===== src/rtl/cdb_arbiter_if.sv =====
`default_nettype none
//==============================================================================
// Module      : cdb_arbiter_if
// Description : Bundle of functional-unit result inputs, the mispredict squash
//               and the Common Data Bus broadcast / stall outputs shared by
//               the CDB arbiter and the execute stage.
//               The PRF tag width defaults to the PRF_width macro.
// Revision    : 1.0  initial release
//==============================================================================
`ifndef PRF_width
`define PRF_width 6
`endif

interface cdb_arbiter_if #(
    parameter int NUM_FU = 4,
    parameter int PRF_W  = `PRF_width
);
    logic                      ROB_branch_mispredict_in;
    logic [NUM_FU-1:0]         fu_valid_in;
    logic [NUM_FU*PRF_W-1:0]   fu_tag_in;
    logic [NUM_FU*64-1:0]      fu_value_in;
    logic                      CDB_valid_out;
    logic [PRF_W-1:0]          CDB_tag_out;
    logic [63:0]               CDB_value_out;
    logic [NUM_FU-1:0]         CDB_grant_out;
    logic [NUM_FU-1:0]         fu_stall_out;
    logic                      CDB_arb_stall_out;

    // Execute stage side: presents results, observes the broadcast.
    modport master (
        output ROB_branch_mispredict_in, fu_valid_in, fu_tag_in, fu_value_in,
        input  CDB_valid_out, CDB_tag_out, CDB_value_out, CDB_grant_out,
        input  fu_stall_out, CDB_arb_stall_out
    );

    // Arbiter side.
    modport slave (
        input  ROB_branch_mispredict_in, fu_valid_in, fu_tag_in, fu_value_in,
        output CDB_valid_out, CDB_tag_out, CDB_value_out, CDB_grant_out,
        output fu_stall_out, CDB_arb_stall_out
    );
endinterface

`default_nettype wire


===== src/rtl/cdb_arbiter.sv =====
`default_nettype none
//==============================================================================
// Module      : cdb_arbiter
// Description : Grants the single Common Data Bus to one completing functional
//               unit per cycle; losing results are parked in per-unit holding
//               slots and the owning unit (and the RS) are stalled until the
//               slot drains. Round-robin arbitration by default; defining
//               CDB_FIXED_PRIORITY_EN selects fixed lowest-index priority.
//               The PRF tag width defaults to the PRF_width macro.
// Revision    : 1.0  initial release
//==============================================================================
`ifndef PRF_width
`define PRF_width 6
`endif

module cdb_arbiter #(
    parameter int NUM_FU = 4,
    parameter int PRF_W  = `PRF_width
) (
    input  logic         clock,
    input  logic         reset,
    cdb_arbiter_if.slave cdb
);
    localparam int c_IDX_W = (NUM_FU > 1) ? $clog2(NUM_FU) : 1;

    // Holding slots, one per unit
    logic [NUM_FU-1:0]   r_slot_v;
    logic [PRF_W-1:0]    r_slot_tag [NUM_FU];
    logic [63:0]         r_slot_val [NUM_FU];

    // Registered broadcast
    logic                r_cdb_valid;
    logic [PRF_W-1:0]    r_cdb_tag;
    logic [63:0]         r_cdb_value;
    logic [NUM_FU-1:0]   r_cdb_grant;

`ifndef CDB_FIXED_PRIORITY_EN
    logic [c_IDX_W-1:0]  r_rr_ptr;
    logic [c_IDX_W-1:0]  w_next_ptr;
`endif

    logic [NUM_FU-1:0]   w_cand;
    logic [PRF_W-1:0]    w_cand_tag [NUM_FU];
    logic [63:0]         w_cand_val [NUM_FU];
    logic [NUM_FU-1:0]   w_eligible;
    logic                w_any;
    logic [c_IDX_W-1:0]  w_win_idx;
    logic [NUM_FU-1:0]   w_grant;
    logic [PRF_W-1:0]    w_win_tag;
    logic [63:0]         w_win_val;
    logic                w_flush;

    assign w_flush = reset | cdb.ROB_branch_mispredict_in;

    // A parked result takes precedence; the unit's live inputs are ignored
    // while its slot is occupied.
    generate
        for (genvar gi = 0; gi < NUM_FU; gi++) begin : g_cand
            assign w_cand[gi]     = r_slot_v[gi] | cdb.fu_valid_in[gi];
            assign w_cand_tag[gi] = r_slot_v[gi] ? r_slot_tag[gi]
                                                 : cdb.fu_tag_in[gi*PRF_W +: PRF_W];
            assign w_cand_val[gi] = r_slot_v[gi] ? r_slot_val[gi]
                                                 : cdb.fu_value_in[gi*64 +: 64];
        end
    endgenerate

    // Pick the winner: lowest eligible index, where eligibility is restricted
    // to indices at or after the pointer unless none qualify (the wrap case).
    always_comb begin
        w_any      = 1'b0;
        w_win_idx  = '0;
        w_eligible = w_cand;
`ifndef CDB_FIXED_PRIORITY_EN
        for (int i = 0; i < NUM_FU; i++) begin
            w_eligible[i] = w_cand[i] && (c_IDX_W'(i) >= r_rr_ptr);
        end
        if (w_eligible == '0) begin
            w_eligible = w_cand;
        end
`endif
        for (int i = NUM_FU - 1; i >= 0; i--) begin
            if (w_eligible[i]) begin
                w_any     = 1'b1;
                w_win_idx = c_IDX_W'(i);
            end
        end
    end

    // Decode the one-hot grant and select the winning tag/value (zero if idle).
    always_comb begin
        w_grant   = '0;
        w_win_tag = '0;
        w_win_val = '0;
        for (int i = 0; i < NUM_FU; i++) begin
            if (w_any && (w_win_idx == c_IDX_W'(i))) begin
                w_grant[i] = 1'b1;
                w_win_tag  = w_cand_tag[i];
                w_win_val  = w_cand_val[i];
            end
        end
    end

`ifndef CDB_FIXED_PRIORITY_EN
    assign w_next_ptr = (w_win_idx == c_IDX_W'(NUM_FU - 1)) ? '0 : w_win_idx + 1'b1;

    // Round-robin pointer moves past the winner; holds when the bus is idle.
    always_ff @(posedge clock) begin
        if (w_flush) begin
            r_rr_ptr <= '0;
        end else if (w_any) begin
            r_rr_ptr <= w_next_ptr;
        end
    end
`endif

    // Broadcast register: winner of this edge is on the bus for one cycle.
    always_ff @(posedge clock) begin
        if (w_flush) begin
            r_cdb_valid <= 1'b0;
            r_cdb_tag   <= '0;
            r_cdb_value <= '0;
            r_cdb_grant <= '0;
        end else begin
            r_cdb_valid <= w_any;
            r_cdb_tag   <= w_win_tag;
            r_cdb_value <= w_win_val;
            r_cdb_grant <= w_grant;
        end
    end

    // Slot update: a winning slot drains, a losing live result is parked.
    always_ff @(posedge clock) begin
        if (w_flush) begin
            r_slot_v <= '0;
            for (int i = 0; i < NUM_FU; i++) begin
                r_slot_tag[i] <= '0;
                r_slot_val[i] <= '0;
            end
        end else begin
            for (int i = 0; i < NUM_FU; i++) begin
                if (w_grant[i]) begin
                    r_slot_v[i] <= 1'b0;
                end else if (!r_slot_v[i] && cdb.fu_valid_in[i]) begin
                    r_slot_v[i]   <= 1'b1;
                    r_slot_tag[i] <= cdb.fu_tag_in[i*PRF_W +: PRF_W];
                    r_slot_val[i] <= cdb.fu_value_in[i*64 +: 64];
                end
            end
        end
    end

    // Stalls come straight from slot state, never from the inputs.
    assign cdb.CDB_valid_out     = r_cdb_valid;
    assign cdb.CDB_tag_out       = r_cdb_tag;
    assign cdb.CDB_value_out     = r_cdb_value;
    assign cdb.CDB_grant_out     = r_cdb_grant;
    assign cdb.fu_stall_out      = r_slot_v;
    assign cdb.CDB_arb_stall_out = |r_slot_v;

endmodule

`default_nettype wire


===== src/flat_wrapper.sv =====
// flat-port wrapper written by rule: the top's interface ports become plain ports
module cdb_arbiter_flat 
#(
    parameter int NUM_FU = 4,
    parameter int PRF_W  = `PRF_width
)
  (clock, reset, cdb_ROB_branch_mispredict_in, cdb_fu_valid_in, cdb_fu_tag_in, cdb_fu_value_in, cdb_CDB_valid_out, cdb_CDB_tag_out, cdb_CDB_value_out, cdb_CDB_grant_out, cdb_fu_stall_out, cdb_CDB_arb_stall_out);
  cdb_arbiter_if #(.NUM_FU(NUM_FU), .PRF_W(PRF_W)) cdb_i ();
  input  logic clock;
  input  logic reset;
  input wire logic [$bits(cdb_i.ROB_branch_mispredict_in)-1:0] cdb_ROB_branch_mispredict_in;
  input wire logic [$bits(cdb_i.fu_valid_in)-1:0] cdb_fu_valid_in;
  input wire logic [$bits(cdb_i.fu_tag_in)-1:0] cdb_fu_tag_in;
  input wire logic [$bits(cdb_i.fu_value_in)-1:0] cdb_fu_value_in;
  output wire logic [$bits(cdb_i.CDB_valid_out)-1:0] cdb_CDB_valid_out;
  output wire logic [$bits(cdb_i.CDB_tag_out)-1:0] cdb_CDB_tag_out;
  output wire logic [$bits(cdb_i.CDB_value_out)-1:0] cdb_CDB_value_out;
  output wire logic [$bits(cdb_i.CDB_grant_out)-1:0] cdb_CDB_grant_out;
  output wire logic [$bits(cdb_i.fu_stall_out)-1:0] cdb_fu_stall_out;
  output wire logic [$bits(cdb_i.CDB_arb_stall_out)-1:0] cdb_CDB_arb_stall_out;
  assign cdb_i.ROB_branch_mispredict_in = cdb_ROB_branch_mispredict_in;
  assign cdb_i.fu_valid_in = cdb_fu_valid_in;
  assign cdb_i.fu_tag_in = cdb_fu_tag_in;
  assign cdb_i.fu_value_in = cdb_fu_value_in;
  assign cdb_CDB_valid_out = cdb_i.CDB_valid_out;
  assign cdb_CDB_tag_out = cdb_i.CDB_tag_out;
  assign cdb_CDB_value_out = cdb_i.CDB_value_out;
  assign cdb_CDB_grant_out = cdb_i.CDB_grant_out;
  assign cdb_fu_stall_out = cdb_i.fu_stall_out;
  assign cdb_CDB_arb_stall_out = cdb_i.CDB_arb_stall_out;
  cdb_arbiter #(.NUM_FU(NUM_FU), .PRF_W(PRF_W)) u_core (.clock(clock), .reset(reset), .cdb(cdb_i));
endmodule

===== config.mk =====
export PLATFORM = sky130hd
export DESIGN_NAME = cdb_arbiter_flat
export DESIGN_NICKNAME = d
export VERILOG_FILES = /design/src/rtl/cdb_arbiter_if.sv /design/src/rtl/cdb_arbiter.sv /design/src/flat_wrapper.sv
export SDC_FILE = /design/constraint.sdc
export NUM_CORES = 1
export LEC_CHECK = 0
export CORE_ASPECT_RATIO = 0.9
export CORE_UTILIZATION = 50
export CTS_BUF_LIST = sky130_fd_sc_hd__clkbuf_16
export CTS_CLUSTER_SIZE = 20
export DETAILED_ROUTE_END_ITERATION = 16
export PLACE_DENSITY = 0.78
export SLEW_MARGIN = 5
export SYNTH_ARGS = -nofsm -noshare
export SYNTH_HDL_FRONTEND = slang
export SYNTH_SLANG_ARGS = --single-unit

===== constraint.sdc =====
create_clock -name clock -period 6.9 [get_ports clock]
set_input_delay 1.38 -clock clock [delete_from_list [all_inputs] [get_ports clock]]
set_output_delay 1.38 -clock clock [all_outputs]
set_load 0.03 [all_outputs]

==> impl_metrics.py <==
metrics = {
    "finish": {
        "final.fill_count": 2596,
        "areaGrowthSynthToFinish_pct": 29.6,
        "layout-drive-gt1-share_pct": 9.80,
        "fin_cells": 2248,
        "finalCoreUtilization_pct": 66.2,
        "nets": 2037,
        "multi_input_comb_area_um2": 6980,
        "layout.area.seq_um2": 10000,
    },
    "global_route": {
        "global_route.overflow_total": 0,
        "groute.layer.met2.usage_pct": 42.4,
        "met3_grt_util_pct": 5.68,
        "met1_usage_pct": 37.4,
        "grt_antenna_before_repair": 11,
        "busiest_layer": "met2",
        "pin_count_of_the_biggest_net_entering_global_routing": 93,
        "grt_usage_pct": 27.2,
        "number_of_global_route_vias_before_repair": 12600,
        "grt_first_pass_wirelength_um": 73500,
    },
    "route": {
        "route.detailed.drc": 0,
        "first_iter_violations": 931,
        "postRouteAntennaNets": 0,
        "drt-pass1-iter-count": 5,
        "postRouteWirelength_um": 48700,
        "routedWlPerCell_um": 21.7,
        "vias": 12400,
        "vias_per_cell": 5.54,
    },
    "floorplan": {
        "initial_standard_cell_utilization_of_the_core_pct": 51.1,
        "die-width_um": 199,
        "dieHeight_um": 179,
        "io_pins": 367,
        "placementRows": 64,
        "fp.coreArea_um2": 34200,
        "design.die.area_um2": 35700,
    },
    "timing": {
        "timing.final.crit_period_ps": 4610,
        "fin_setup_tns_ps": 0,
        "report.final.setup_viol": 0,
        "slew_headroom_pct": 24.1,
        "final.setup.worst_slack_ps": 2290,
        "final_clock_period_utilization_by_the_worst_path_pct": 66.8,
        "finalHoldViolations": 0,
        "hold_slack_ps": 526,
        "clk_skew_ps": 12.0,
        "worst-slew-pin-transition_ps": 1140,
        "slew_viol_final": 0,
        "rsz0062_at_grt": "false",
        "fmax_mhz": 217,
    },
    "synthesis": {
        "synth-seq-cells": 361,
        "post_synthesis_cell_area_um2": 17500,
        "yosysWarnings": 0,
        "synth_area_leader_cell": "edfxtp_1",
        "post_synth_most_frequent_cells": "and2_1 (283), edfxtp_1 (280), mux2i_1 (210)",
        "netlist.area_leader.share_pct": 48.2,
        "synth_ff_type": "edfxtp_1",
        "syn_avg_cell_area_um2": 12.2,
        "yosys.cell_types.count": 39,
        "cell_types_with_the_largest_area_share_after_synthesis": "edfxtp_1 (48%), mux2i_1 (12%), and2_1 (10%)",
        "synth-edff-count": 280,
        "syn-instance-count": 1436,
        "synth-async-reset-ratio_pct": 0,
        "syn-num-nets": 1727,
        "synthMostInstantiatedCell": "and2_1",
        "seq_total_area_yosys_pct": 57.5,
    },
    "setup_path": {
        "r2r.worst_path.cells": 10,
        "worstSetupEndpointType": "register",
        "path_class": "input port to register",
        "timing.critical_path.fanout_max": 71,
        "cp-start-kind": "input port",
        "worstReg2RegStart": "u_core.cdb.fu_stall_out[0]",
        "critical_path_required_ps": 6910,
        "critical_path.startpoint": "cdb_fu_valid_in[0]",
        "wp_data_arrival_ps": 4620,
    },
    "clocking": {
        "cts_post_setup_buffers_inserted": 0,
        "cts_inserted_buffers": 39,
        "cts-root-buf": "clkbuf_16",
        "tritoncts": "done",
        "htreeDepth": 2,
        "cts.reportedPaths.clkPinSlew_ps": 60,
        "clock_latency_on_the_worst_skew_pair_ps": 530,
        "cts.sinks": 361,
        "post_cts_hold_buffer_count": 0,
        "cts.path.max_buffers": 3,
        "postCtsResizedCells": 0,
    },
    "place": {
        "place_inst": 2166,
        "placement_setup_slack_ps": 1770,
        "hpwlAfterDp_um": 31500,
        "gp_congestion": 0.812,
        "place.port_buffers": 366,
    },
    "hold_path": {
        "hold_path_class": "register to register",
        "min_path_cells": 2,
        "hold_start": "u_core.r_slot_val[3][47]",
    },
    "status": {
        "outcome": "completed",
    },
    "power_and_ir_drop": {
        "power_per_cell_area_nw_per_um2": 251,
        "static-leakage-power_nw": 8.31,
        "power.ir.vdd_worst_v": 0.000216,
    },
    "flow_run": {
        "drv_cap": 0,
    },
}
==> final cells by class <==
cell class              instances  area share (%)
inverters                       4          0.0664
multi-input cells             963            30.8
clock buffers                  41            4.53
diodes                         11           0.122
repair buffers                377            16.6
flip-flops and latches        361            44.4
well taps                     462            2.56
clock inverters                29           0.874
==> sequential cells by signal, summed over array words and instances, names as in the netlist <==
name and count:
u_core.r_slot_val 256, u_core.cdb.CDB_value_out 64, u_core.r_slot_tag 24, u_core.cdb.CDB_tag_out 6
u_core.cdb.CDB_grant_out 4, u_core.cdb.fu_stall_out 4, u_core.r_rr_ptr 2, u_core.cdb.CDB_valid_out 1
==> through the flow <==
step / cell area, um^2 / total power [W]
finish: 22600 / 0.00569
global route: 22600 / 0.00589
CTS: 22600 / 0.00571
detailed placement: 21400 / 0.00370
global placement: 21400 / 0.00367
floorplan: 17500 / 0.00323
==> layout by cell type, fill, tap and decap left out, types with 2 or more instances in the layout <==
master / count
nor4_4: 2
clkdlybuf4s50_1: 366
and2_1: 283
buf_4: 10
nor2_1: 79
dfxtp_1: 77
clkbuf_16: 41
diode_2: 11
clkinv_1: 11
ha_1: 2
mux2i_1: 210
or3b_1: 2
o22ai_1: 49
mux2_2: 70
o21ai_0: 2
bufinv_16: 3
a2111oi_0: 3
a21o_1: 2
inv_1: 10
edfxtp_1: 280
nand2_2: 2
clkinv_2: 8
o22ai_2: 18
dfxtp_4: 4
nor3_1: 7
a21oi_1: 2
nand2_1: 138
nand2_4: 5
nor2_4: 4
ha_4: 2
a211oi_1: 71
==> power breakdown <==
part / switching [W] / internal, W
clock network: 0.000848 / 0.00118
logic: 0.000585 / 0.000461
registers: 0.0000786 / 0.00254
total: 0.00151 / 0.00418
==> kinds of logic after synthesis <==
group / Yosys count / synth area share, %
muxes: 280 / 16.6
and+or+nand+nor: 528 / 15.9
DFF: 361 / 57.5
adders and majority gates: 4 / 0.287
buffers and inverters: 112 / 3.07
AOI/OAI and AO/OA: 151 / 6.69
==> final timing paths <==
kind | end | slack (ps)
worst min register to register | u_core.cdb.CDB_value_out[47] | 530
worst max register to register | u_core.cdb.CDB_value_out[38] | 2820
worst max-delay path | u_core.r_slot_val[1][63] | 2290
worst min-delay path | u_core.cdb.CDB_value_out[47] | 530
==> worst max-delay path, stage by stage <==
cell and delay [ps]:
clkdlybuf4s50_1 530, o21ai_0 270, o21ai_0 130, a211o_1 390, inv_1 160, ha_4 150, buf_4 700, nor2_1 80
nand2_1 200, nand2_4 550
==> metal layers <==
metal  vias up  share of wire [%]
li1       5801                  -
met1      6061                 44
met2       486                 46
met3        92                7.1
met4         6                2.7
met5         -              0.082
Power figures use the tool's default switching activity.
==> patch: new RTL, config.mk and constraints unchanged <==
`NUM_FU` is set to 4 in 3 places; all go to 2.
--- a/src/rtl/cdb_arbiter_if.sv
+++ b/src/rtl/cdb_arbiter_if.sv
@@ -12,7 +12,7 @@
 `endif
 
 interface cdb_arbiter_if #(
-    parameter int NUM_FU = 4,
+    parameter int NUM_FU = 2,
     parameter int PRF_W  = `PRF_width
 );
     logic                      ROB_branch_mispredict_in;
--- a/src/rtl/cdb_arbiter.sv
+++ b/src/rtl/cdb_arbiter.sv
@@ -14,7 +14,7 @@
 `endif
 
 module cdb_arbiter #(
-    parameter int NUM_FU = 4,
+    parameter int NUM_FU = 2,
     parameter int PRF_W  = `PRF_width
 ) (
     input  logic         clock,
--- a/src/flat_wrapper.sv
+++ b/src/flat_wrapper.sv
@@ -1,7 +1,7 @@
 // flat-port wrapper written by rule: the top's interface ports become plain ports
 module cdb_arbiter_flat 
 #(
-    parameter int NUM_FU = 4,
+    parameter int NUM_FU = 2,
     parameter int PRF_W  = `PRF_width
 )
   (clock, reset, cdb_ROB_branch_mispredict_in, cdb_fu_valid_in, cdb_fu_tag_in, cdb_fu_value_in, cdb_CDB_valid_out, cdb_CDB_tag_out, cdb_CDB_value_out, cdb_CDB_grant_out, cdb_fu_stall_out, cdb_CDB_arb_stall_out);
Ports: changed (5 resized); port bits go from 367 to 221. No check against the original RTL was run, so the function may have changed too.
==> patch against the unedited design <==
Sequential cell count down 145. Register-to-register slack gained 0.95 ns. Via count fell by 48%. Critical path depth fell by 7. Final area is 45% lower. Routed wire length is 53% lower. Area after synthesis is 46% lower. Power decreased by 48%. Setup slack improved by 0.39 ns. Highest routed layer is now met4.
==> patch: results (changes against the unedited design) <==
metric,value,unit,change
ir_worst_vdd,0.178,mV,-18%
htree_levels,1,,-1
clockPowerShare,38.5,%,+2.8 points
vias,6429,,-48%
clkLatencyLatePin,0.50,ns,-0.03 ns
outcome,"finished, final reports clean",,
yosys-top-cells-count,"and2_1 (140), edfxtp_1 (140), dfxtp_1 (76)",,
numPortBuffers,220,,-40%
wl_per_cell,19.6,um,-9.7%
arrival,2.84,ns,-1.78 ns
skew,0.0156,ns,+0.00360 ns
grt_max_degree,75,,-19%
dp_hpwl,13500,um,-57%
swShare,23.3,%,-3.2 points
place_inst,1135,,-48%
synth_edf_count,140,,-50%
startpoint,u_core.cdb.fu_stall_out[0],,
ys_types,23,,-41%
critPathMaxFanout,59,,-17%
gp_congestion,0.746,,-8.1%
synth_nets,866,,-50%
drtIter0Drc,362,,-61%
grt.total_usage,23.7,%,-3.5 points
r2r-end,u_core.cdb.CDB_value_out[40],,
reg2reg_from,u_core.cdb.fu_stall_out[1],,
worstHoldStart,u_core.cdb.fu_stall_out[1],,
critPathCapture,cdb_CDB_arb_stall_out,,
slew_headroom,19.3,%,-4.8 points
pwr.group.sequential,1.47,mW,-44%
synth.area.top_cells,"edfxtp_1 (45%), dfxtp_1 (16%), and2_1 (9.3%), mux2_2 (8.4%), mux2i_1 (7.6%)",,
antenna_found_initial,2,,-9
grt_pass1_wl,36300,um,-51%
min_to,u_core.cdb.CDB_valid_out,,
routed_wl,23100,um,-53%
syn_area_per_cell,13.1,um2,+7.4%
patch: cell count changes after synthesis, moves of 5 or more:
cell	unedited run	this run
mux2i_1	210	71
nand2_1	142	72
o22ai_1	49	0
clkbuf_2	0	10
nor3_1	7	0
o22ai_2	18	0
and2_1	283	140
clkbuf_1	62	25
buf_2	35	23
nor2_1	81	5
dfxtp_1	81	76
o32ai_1	0	70
a211oi_1	71	0
edfxtp_1	280	140
patch: area by class of cell:
type	count	area [um2]
diodes	1	2.50
clock buffers	23	576
clock inverters	19	109
fillers	1417	5960
multi-input cells	444	3440
flip-flops and latches	216	5730
well taps	245	307
repair buffers	230	2280
patch: cells by family after synthesis:
| logic type | Yosys count | synth area share, % |
|---|---|---|
| flops | 216 | 60.8 |
| mux | 141 | 15.9 |
| compound gates | 78 | 7.22 |
| simple gates | 225 | 13.0 |
| buf+inv | 61 | 3.03 |
patch: per-layer routing:
| metal | GRT usage (%) | vias to the layer above | routed length (um) |
|---|---|---|---|
| li1 | - | 3037 | - |
| met1 | 32.8 | 3157 | 10300 |
| met4 | 5.79 | 0 | 473 |
| met3 | 4.29 | 35 | 1240 |
| met5 | 0 | - | 0 |
| met2 | 38.8 | 200 | 11100 |
patch: critical path, cell delays in order (launching register included):
cell	delay, ns
dfxtp_4	0.53
buf_4	0.86
or2_2	0.26
clkdlybuf4s50_1	0.66
patch: through the flow:
stage               setup WS, ns  cell area, um2  hold slack [ns]
detailed placement          2.54           11800            0.588
finish                      2.68           12400            0.605
floorplan                   1.47            9410            0.474
global route                2.56           12400            0.634
CTS                         2.65           12400            0.606
global placement            2.54           11800            0.573
